[src/rtl/bin2bcd_pkg.sv]
// Shared types and constants for the iterative binary-to-BCD converter.
// The max_value helper sets the overflow threshold for a given digit count.
package bin2bcd_pkg;

    typedef enum logic [0:0] {
        IDLE = 1'b0,
        CONV = 1'b1
    } state_t;

    localparam int BIN_W_DEF  = 27;
    localparam int DIGITS_DEF = 8;

    // Value shown on every digit when the input cannot be represented.
    localparam logic [3:0] NIBBLE_NINE = 4'h9;

    function automatic logic [63:0] max_value(input int digits);
        logic [63:0] p;
        p = 64'd1;
        for (int i = 0; i < digits; i++) begin
            p = p * 64'd10;
        end
        return p - 64'd1;
    endfunction

endpackage

[src/rtl/bcd_digit_adj.sv]
// Double-dabble digit correction: a nibble of 5 or more gets +3 so that the
// following left shift carries correctly into the next decimal digit.
module bcd_digit_adj (
    input  logic [3:0] din,
    output logic [3:0] dout
);

    // The largest possible result is 9+3=12, so a 4-bit add never wraps.
    always_comb begin
        dout = (din >= 4'd5) ? (din + 4'd3) : din;
    end

endmodule

[src/rtl/bin2bcd_iter.sv]
// Sequential binary-to-BCD converter, one double-dabble bit per clock. The
// result, leading-zero blank mask and overflow flag are held for the display.
module bin2bcd_iter
    import bin2bcd_pkg::*;
#(
    parameter int BIN_W  = BIN_W_DEF,
    parameter int DIGITS = DIGITS_DEF
) (
    input  logic                  clk,
    input  logic                  rst,
    input  logic                  in_valid,
    output logic                  in_ready,
    input  logic [BIN_W-1:0]      in_bin,
    output logic [4*DIGITS-1:0]   out_bcd,
    output logic [DIGITS-1:0]     out_blank,
    output logic                  out_ovf,
    output logic                  done
);

    localparam int BCD_W = 4 * DIGITS;
    localparam int SR_W  = BCD_W + BIN_W;
    localparam int CNT_W = $clog2(BIN_W + 1);

    localparam logic [CNT_W-1:0] LAST_ITER = CNT_W'(BIN_W - 1);
    localparam logic [CNT_W-1:0] CNT_ONE   = CNT_W'(1);
    localparam logic [63:0]      MAX_VAL   = max_value(DIGITS);

    state_t               state;
    state_t               state_next;
    logic [CNT_W-1:0]     cnt;
    logic [SR_W-1:0]      sr;
    logic                 ovf_q;

    logic                 accept;
    logic                 commit;

    logic [BCD_W-1:0]     adj_bcd;
    logic [SR_W-1:0]      sr_pre;
    logic [SR_W-1:0]      sr_next;

    logic [BCD_W-1:0]     commit_bcd;
    logic [DIGITS-1:0]    commit_blank;
    logic                 all_zero;

    always_ff @(posedge clk or posedge rst) begin
        if (rst) begin
            state <= IDLE;
        end else begin
            state <= state_next;
        end
    end

    always_comb begin
        state_next = state;
        case (state)
            IDLE:    if (in_valid) state_next = CONV;
            CONV:    if (cnt == LAST_ITER) state_next = IDLE;
            default: state_next = IDLE;
        endcase
    end

    // Commit is the edge that completes the final iteration.
    always_comb begin
        in_ready = (state == IDLE);
        accept   = (state == IDLE) && in_valid;
        commit   = (state == CONV) && (cnt == LAST_ITER);
    end

    for (genvar d = 0; d < DIGITS; d++) begin : g_adj
        bcd_digit_adj u_adj (
            .din  (sr[BIN_W + 4*d +: 4]),
            .dout (adj_bcd[4*d +: 4])
        );
    end

    always_comb begin
        sr_pre  = {adj_bcd, sr[BIN_W-1:0]};
        sr_next = sr_pre << 1;
    end

    // Digit i blanks only when it and every digit above it are zero; the
    // least significant digit always shows so zero reads as a single "0".
    always_comb begin
        commit_bcd   = ovf_q ? {DIGITS{NIBBLE_NINE}} : sr_next[SR_W-1 -: BCD_W];
        commit_blank = '0;
        all_zero     = 1'b1;
        for (int i = DIGITS - 1; i >= 1; i--) begin
            all_zero        = all_zero && (commit_bcd[4*i +: 4] == 4'd0);
            commit_blank[i] = all_zero;
        end
    end

    always_ff @(posedge clk or posedge rst) begin
        if (rst) begin
            sr    <= '0;
            cnt   <= '0;
            ovf_q <= 1'b0;
        end else if (accept) begin
            sr    <= {{BCD_W{1'b0}}, in_bin};
            cnt   <= '0;
            ovf_q <= (64'(in_bin) > MAX_VAL);
        end else if (state == CONV) begin
            sr    <= sr_next;
            cnt   <= cnt + CNT_ONE;
        end
    end

    always_ff @(posedge clk or posedge rst) begin
        if (rst) begin
            out_bcd   <= '0;
            out_blank <= {{(DIGITS-1){1'b1}}, 1'b0};
            out_ovf   <= 1'b0;
            done      <= 1'b0;
        end else begin
            done <= commit;
            if (commit) begin
                out_bcd   <= commit_bcd;
                out_blank <= commit_blank;
                out_ovf   <= ovf_q;
            end
        end
    end

endmodule

[config.mk]
export PLATFORM = sky130hd
export DESIGN_NAME = bin2bcd_iter
export DESIGN_NICKNAME = d
export VERILOG_FILES = /design/src/rtl/bin2bcd_pkg.sv /design/src/rtl/bcd_digit_adj.sv /design/src/rtl/bin2bcd_iter.sv
export SDC_FILE = /design/constraint.sdc
export NUM_CORES = 1
export LEC_CHECK = 0
export CORE_ASPECT_RATIO = 1.75
export CORE_MARGIN = 2
export CORE_UTILIZATION = 61
export CTS_BUF_LIST = sky130_fd_sc_hd__clkbuf_8
export CTS_CLUSTER_SIZE = 24
export DETAILED_ROUTE_END_ITERATION = 10
export PLACE_DENSITY_LB_ADDON = 0.25
export SLEW_MARGIN = 20
export SYNTH_ARGS = -nofsm -noshare
export SYNTH_HDL_FRONTEND = slang
export SYNTH_SLANG_ARGS = --single-unit
[constraint.sdc]
create_clock -name clk -period 7.1 [get_ports clk]
set_input_delay 1.065 -clock clk [delete_from_list [all_inputs] [get_ports clk]]
set_output_delay 1.065 -clock clk [all_outputs]
set_load 0.02 [all_outputs]
### Yosys cells after proc, flatten, opt, wreduce, memory -nomap -nowiden

Cells that the tools add are included.

| cells by class | value |
|---|---|
| add/subtract/negate cells | 9 |
| magnitude comparators | 9 |
| equal/unequal tests | 1 |
| mux-type cells | 16 |
| bitwise gates (word level) | 1 |
| reductions and logical operators | 16 |

Operators by type and width:

| kind | number |
|---|---|
| two-way mux 59 bit | 2 |
| greater-or-equal comparator 4 x 3 -> 1 bit (second input constant) | 8 |
| two-way mux 32 bit | 1 |
| adder 4 x 2 -> 4 bit (second input constant) | 7 |
| logical NOT 4 bit | 7 |
| two-way mux 4 bit | 7 |
| > comparator 27 bit (second input constant) | 1 |
| two-way mux 5 bit | 2 |
| logical AND 1 bit | 8 |
| adder 5 x 1 -> 5 bit (second input constant) | 1 |
| == test 5 bit (second input constant) | 1 |
| adder 3 x 2 -> 3 bit (second input constant) | 1 |
| two-way mux 3 bit | 1 |
| two-way mux 1 bit | 2 |
| one-hot mux 1 bit (2 select lines) | 1 |
| nonzero test 2 bit | 1 |
| NOT 1 bit | 1 |

| storage, ports and cells | value |
|---|---|
| flip-flop bits (word level) | 107 |
| input port bits | 30 |
| output and inout port bits | 43 |
| word-level logic and storage cells | 60 |

### Depth between registers and ports, before layout

Gate-level depths: netlist of run 1.

| depth | value |
|---|---|
| depth after elaboration | 10 |
| depth in mapped cells | 8 |
| depth with buffers taken out | 8 |

### Modules after synthesis

A second synthesis of run 1 with hierarchy kept.

| unflattened totals | value |
|---|---|
| cell total of the unflattened synthesis | 579 |
| area, all modules | 5,325.1 um2 |

By module, submodules not included:

| module | times used | cells each | area each (um2) | sequential area each (um2) |
|---|---|---|---|---|
| bin2bcd_iter | 1 | 451 | 4,514.3 | 2,686.3 |
| bcd_digit_adj | 8 | 16 | 101.3 | 0.0 |

### Least setup slack after synthesis of run 1

OpenSTA, ideal clock, no wires.

| path | value |
|---|---|
| kind | reg-to-output |
| start | register state |
| end | output port in_ready |
| arrival | 1.251 ns |
| data required time | 6.035 ns |
| setup slack | 4.784 ns |
| cell stages (with the launch flop) | 5 |
| buffers on the path | 3 |
| path through | dfrtp_1 -> clkbuf_1 -> inv_1 -> clkbuf_1 -> clkbuf_1 |

| on the way | value |
|---|---|
| longest elaborated chain between the ends | 1 |

Ends and longest elaborated chain:

| item | RTL line | source |
|---|---|---|
| start: declaration | bin2bcd_iter.sv:28 | `state_t state;` |
| start signal: assignment | bin2bcd_iter.sv:49 | `state <= state_next;` |
| NOT 1 bit | -- |  |
| end: declaration | bin2bcd_iter.sv:12 | `output logic in_ready,` |

Every way passes these cells.

### Worst setup path after layout of run 1

Ends and elaborated chain as after synthesis.

==> results of run 1 <==
==> report_power, final <==
| group | internal (µW) | switching (µW) |
|---|---|---|
| Clock | 162 | 208 |
| Sequential | 863 | 210 |
| Combinational | 595 | 746 |
| Total | 1620 | 1160 |
==> through the flow <==
step                util, %  instances
CTS                   73.33        718
floorplan                 -        538
global route          73.33        718
global placement      71.07        702
finish                73.33        718
detailed placement    71.07        702
==> logic make-up (layout without fill, tap and decap cells) <==
kind of cell | count (synthesis) | count (layout) | share of synthesized area, %
AOI/OAI and AO/OA | 136 | 136 | 16.05
xor gates and xnor gates | 11 | 11 | 1.959
adders and majority gates | 18 | 18 | 4.248
buffers and inverters | 50 | 113 | 3.611
DFF | 107 | 107 | 50.67
muxes | 35 | 35 | 6.609
other | 1 | 1 | 0.07074
and+or+nand+nor | 180 | 180 | 16.78
==> routing by layer <==
metal | up-vias | GRT usage (%)
li1 | 1983 | -
met1 | 2033 | 32.05
met2 | 109 | 43.83
met3 | 16 | 4.653
met4 | 0 | 10.92
met5 | - | 0
==> worst max-delay path, cell delays in order, from the launching register on <==
cell	delay, ps
dfrtp_2	410
inv_1	470
clkdlybuf4s50_1	730
==> final timing paths <==
path,startpoint,end,slack (ps),cells past startpoint
setup / recovery,state,in_ready,4050,2
hold / removal,out_blank[7],out_blank[7],460,2
setup reg to reg,state,out_blank[2],4450,7
hold reg to reg,out_blank[7],out_blank[7],460,2
max in group asynchronous,rst,state,4810,3
min in group asynchronous,rst,sr[5],1090,2
==> area by class of cell <==
cell class,count,area [µm²],share of cell area (%)
flip-flops and latches,107,2688,42.82
multi-input cells,381,2424,38.62
repair buffers,76,743.2,11.84
well taps,117,146.4,2.333
clock buffers,9,123.9,1.974
inverters,21,81.33,1.296
clock inverters,7,70.07,1.116
==> Yosys cell counts, types with 2 or more instances <==
cell,n,area [µm²]
or3_1,6,37.54
buf_1,4,15.01
dfstp_2,7,183.9
a211oi_1,3,22.52
dfrtp_1,100,2502
a21o_1,2,15.01
nand4_1,4,25.02
o21ai_0,70,350.3
nand2_1,89,334.1
and4bb_2,2,25.02
a21oi_1,21,105.1
xnor2_1,8,70.07
clkbuf_1,24,90.09
xor2_1,2,17.52
a22o_1,17,148.9
nor3_1,7,35.03
nor2_1,21,78.83
nand2b_1,15,93.84
inv_1,20,75.07
o31ai_1,9,67.56
mux2i_1,35,350.3
a21oi_2,3,26.28
nand3_1,13,65.06
ha_1,18,225.2
nor3b_1,12,90.09
==> sequential cells by signal (all words and copies together) (netlist names) <==
name	count
sr	59
out_bcd	32
cnt	5
done	1
out_blank	7
out_ovf	1
ovf_q	1
state	1
==> flow_summary_export.csv, run 1 <==
group,metric,value,unit
synth,ys.flop_type,"dfrtp_1",
finish,antenna_cells,0,
synth,ys_types,51,
drt,drc,0,
critical_path,critPathKind,"flip-flop to output pin",
die,chipHeight,127.3,µm
clock_network,cts-htree-levels,3,
timing,period_needed,3054,ps
timing,min_period_over_period,43.01,%
clock_network,clk_path_buf_depth,2,
placed_design,post-place-ws,4283,ps
clock_network,cts-hold-fix-buffers,0,
die,die-area,9482,µm²
synth,synth-seq-cells,107,
synth,netlist_area,5301,µm²
die,die_w,74.47,µm
clock_network,worstSkewPairLatency,370,ps
pwr,total_leakage_power,0.002805,µW
drt,top_layer_used,"met4",
finish,nNetsFinal,644,
die,initial_core_util,61.94,%
die,rows,45,
placed_design,placement.io_buffers,71,
critical_path,required,6030,ps
global_route,overflow,0,
timing,maxSlewHeadroom,32.63,%
finish,synthToLayoutAreaGrowth,18.39,%
finish,layout_common_cells,"99 x dfrtp_1, 89 x nand2_1, 70 x o21ai_0, 70 x clkdlybuf4s50_1, 35 x mux2i_1",
synth,synth_edf_count,0,
finish,fin_area,6276,µm²
drt,met2_length,6091,µm
clock_network,cts-root-buf,"clkbuf_8",
finish,layout_commonest_cell,"dfrtp_1",
drt,dr.pass1.iters,4,
timing,hold_slack,462.4,ps
finish,fill_cells,654,
timing,finalHoldViolCount,0,
global_route,grt_max_degree,104,
drt,wl_per_cell,15.71,µm
critical_path,worst_ep_arrival_time,1990,ps
placed_design,globalplace.congestion,0.7870,
drt,drt-met1-wl,4538,µm
run_status,status,"finished clean",
timing,rsz0062_at_grt,"false",
global_route,grt_use_total,25.95,%
synth,synth_warnings,0,
timing,fmax,0.3274,GHz
placed_design,place_area,6082,µm²
drt,via_count,4141,
timing,finalSetupViolCount,0,
global_route,grt_pass1_wl,19090,µm
global_route,grt_pass1_vias,4136,
global_route,antenna_found_initial,0,
pwr,report.power.total,2782,µW
clock_network,clk_pin_slew_worst_paths,100,ps
drt,via_per_inst,5.767,
finish,drive_gt1_share,7.488,%
die,ioPinCount,73,
timing,finalSetupTns,0,ps
pwr,p_per_area,443.4,nW/µm²
synth,syn_inst,538,
synth,async_flop_share,100.0,%
clock_network,cts_resized,0,
clock_network,cts_sinks,107,
critical_path,startpoint_type,"flip-flop",
run,cap_violations,0,
placed_design,dp_hpwl,7926,µm
drt,wl,11280,µm
timing,final_max_slew_viol_count,0,
clock_network,cts_buffers,9,
critical_path,cp_max_fo,20,
synth,synth-seq-area-share,50.67,%
synth,syn_area_per_cell,9.854,µm²
clock_network,cts_tree,"built",
timing,worst_slew_pin_slew,1007,ps
timing,skew,10.85,ps
timing,fin_ws,4046,ps
drt,dr_wl_met3,432,µm
pwr,vdd_ir_drop_max,0.2188,mV
hold_path,hp-class,"flip-flop to flip-flop",
synth,synth_nets,586,
critical_path,end_kind,"output pin",
drt,drt_iter0_drc,276,
clock_network,cts_setup_buffers,0,
die,design.core.area,8558,µm²
drt,antenna_left,0,
No activity file was read; power rests on OpenSTA's default activity.
==> run 2, diff against run 1 <==
--- a/config.mk
+++ b/config.mk
@@ -7,7 +7,7 @@
 export LEC_CHECK = 0
 export CORE_ASPECT_RATIO = 1.75
 export CORE_MARGIN = 2
-export CORE_UTILIZATION = 61
+export CORE_UTILIZATION = 51
 export CTS_BUF_LIST = sky130_fd_sc_hd__clkbuf_8
 export CTS_CLUSTER_SIZE = 24
 export DETAILED_ROUTE_END_ITERATION = 10
==> constraint.sdc (replaced) <==
create_clock -name clk -period 2.75 [get_ports clk]
set_input_delay 0.4125 -clock clk [delete_from_list [all_inputs] [get_ports clk]]
set_output_delay 0.4125 -clock clk [all_outputs]
set_load 0.02 [all_outputs]
==> run 2 against run 1 <==
Effect of this change:
- clock skew hardly changed
- via count hardly changed
- register-to-register slack worse by 3900 ps
- combinational power grew to 2.6 times the previous value
- wire length is 6.4% higher
- setup slack worse by 3500 ps
- power grew to 2.7 times the previous value
- final area is 1.8% higher
- critical path depth is 6 higher
- critical path type is now flip-flop to flip-flop
==> flow_summary_export.csv, run 2 (same netlist as run 1, synthesis figures left out) <==
group,metric,value,unit
timing,fmax,0.4490,GHz
hold_path,hp-class,"input pin to flip-flop",
pwr,switchingPower,3033,µW
placed_design,placement.io_buffers,71,
drt,drc,0,
critical_path,worst_ep_arrival_time,2520,ps
critical_path,startpoint_type,"flip-flop",
drt,via_per_inst,5.631,
timing,maxSlewHeadroom,42.10,%
timing,hold_slack,444.5,ps
timing,skew,10.55,ps
run_status,status,"finished clean",
finish,layout_common_cells,"99 x dfrtp_1, 89 x nand2_1, 70 x o21ai_0, 70 x clkdlybuf4s50_1, 35 x mux2i_1",
pwr,vdd_ir_drop_max,0.4718,mV
global_route,grt_use_met2,40.67,%
run,cap_violations,0,
die,rows,49,
global_route,grt_use_met1,29.14,%
critical_path,critPathKind,"flip-flop to flip-flop",
finish,layout_commonest_cell,"dfrtp_1",
critical_path,path_cells,"inv_1, ha_1, nand2b_1, a21oi_2, mux2i_1, and4bb_2, nand4_2, o31ai_2",
pwr,combPwrFrac,47.9,%
timing,period_needed,2227,ps
finish,antenna_cells,0,
critical_path,cp_slowest_cell,"dfrtp_1",
clock_network,worstSkewPairLatency,370,ps
clock_network,clk_pin_slew_worst_paths,100,ps
clock_network,cts_resized,0,
global_route,grt_use_met3,2.865,%
drt,dr.pass1.iters,4,
clock_network,cts-htree-levels,3,
placed_design,dp.cells,719,
drt,antenna_left,0,
timing,finalSetupViolCount,0,
finish,nNetsFinal,651,
critical_path,required,3050,ps
drt,drt_iter0_drc,303,
timing,min_period_over_period,80.98,%
clock_network,cts-hold-fix-buffers,0,
die,design.core.area,10180,µm²
pwr,clock_power_share,14.5,%
finish,stdcell_count,735,
die,initial_core_util,52.09,%
timing,finalHoldViolCount,0,
die,chipHeight,138.9,µm
clock_network,cts_buffers,9,
critical_path,end_kind,"flip-flop",
finish,fin_util,62.76,%
clock_network,cts-root-buf,"clkbuf_8",
global_route,grt_use_total,23.30,%
global_route,grt_pass1_vias,4271,
placed_design,dp_hpwl,8472,µm
finish,largest_reg_flops,59,
die,die_w,81.07,µm
timing,finalSetupTns,0,ps
clock_network,cts_sinks,107,
timing,worst_slew_pin_slew,868.5,ps
clock_network,cts_setup_buffers,0,
drt,wl,12000,µm
pwr,p_per_area,1157,nW/µm²
pwr,total_leakage_power,0.002866,µW
critical_path,cp_max_fo,5,
finish,reg_top3,"sr: 59 flops, out_bcd: 32 flops, out_blank: 7 flops",
pwr,seqPwrFrac,37.6,%
global_route,gr-max-usage-layer,"met2",
timing,final_max_slew_viol_count,0,
critical_path,slowest_delay,380,ps
finish,regMostFlops,"sr",
die,ioPinCount,73,
global_route,grt_max_degree,98,
drt,via_count,4139,
timing,rsz0062_at_grt,"false",
global_route,overflow,0,
clock_network,cts_tree,"built",
critical_path,cp.buffers_inverters,1,
die,die-area,11260,µm²
drt,wl_per_cell,16.33,µm
finish,synthToLayoutAreaGrowth,20.49,%
pwr,p_int,4354,µW
pwr,netSwitchingFraction,41.06,%
clock_network,clk_path_buf_depth,2,
global_route,antenna_found_initial,0,
critical_path,cp_top_family,"simple AND/OR/NAND/NOR gates",
finish,drive_gt1_share,8.717,%
placed_design,globalplace.congestion,0.8129,
global_route,grt_pass1_wl,20610,µm
==> run 2: changes by cell type in the layout (fill, tap and decap cells not counted), moves of 2 or more <==
cell        before  now
clkinv_2         1    3
clkbuf_8         9   11
clkinvlp_4       3    1
buf_4            5   11
==> run 2: area by class of cell <==
type / instances / area [µm²]
clock buffers: 11 / 151.4
clock inverters: 5 / 75.07
fillers: 878 / 3790
inverters: 21 / 82.58
multi-input cells: 381 / 2424
flip-flops and latches: 107 / 2688
well taps: 127 / 158.9
repair buffers: 83 / 808.3
==> run 2: routing by layer <==
metal	share of wire, %	routed length [µm]
met1	40	4759
met2	55	6583
met3	4.1	487
met4	1.4	174
met5	0	0
==> run 2: stage by stage <==
step           total power [µW]  cell area (µm²)  setup WS (ps)
2_1_floorplan              5109             5305          870.6
3_3_place_gp               6122             6161          669.6
3_5_place_dp               6321             6161          536.4
4_1_cts                    7425             6387          515.8
5_1_grt                    7985             6387          379.7
6_report                   7387             6387          522.9
==> run 2: worst reg2reg max path, cell delays in order (launching register included) <==
cell	delay [ps]
dfrtp_1	380
inv_1	120
ha_1	260
nand2b_1	130
a21oi_2	220
mux2i_1	180
and4bb_2	370
nand4_2	190
o31ai_2	300
==> run 2: final timing paths <==
kind,start,to,slack [ps],cells past startpoint
setup / recovery,sr[52],out_blank[1],520,8
hold / removal,in_valid,sr[58],440,4
setup reg to reg,sr[52],out_blank[1],520,8
hold reg to reg,out_blank[6],out_blank[6],470,2
max in group asynchronous,rst,out_blank[3],1850,3
min in group asynchronous,rst,sr[48],470,3
==> run 2: power by group through the flow <==
stage	Clock, µW	Combinational [µW]	Sequential, µW
6_report	1070	3540	2770
2_1_floorplan	0	2170	2940
4_1_cts	1100	3560	2770
3_3_place_gp	0	3370	2760
5_1_grt	1180	3950	2860
3_5_place_dp	0	3520	2800
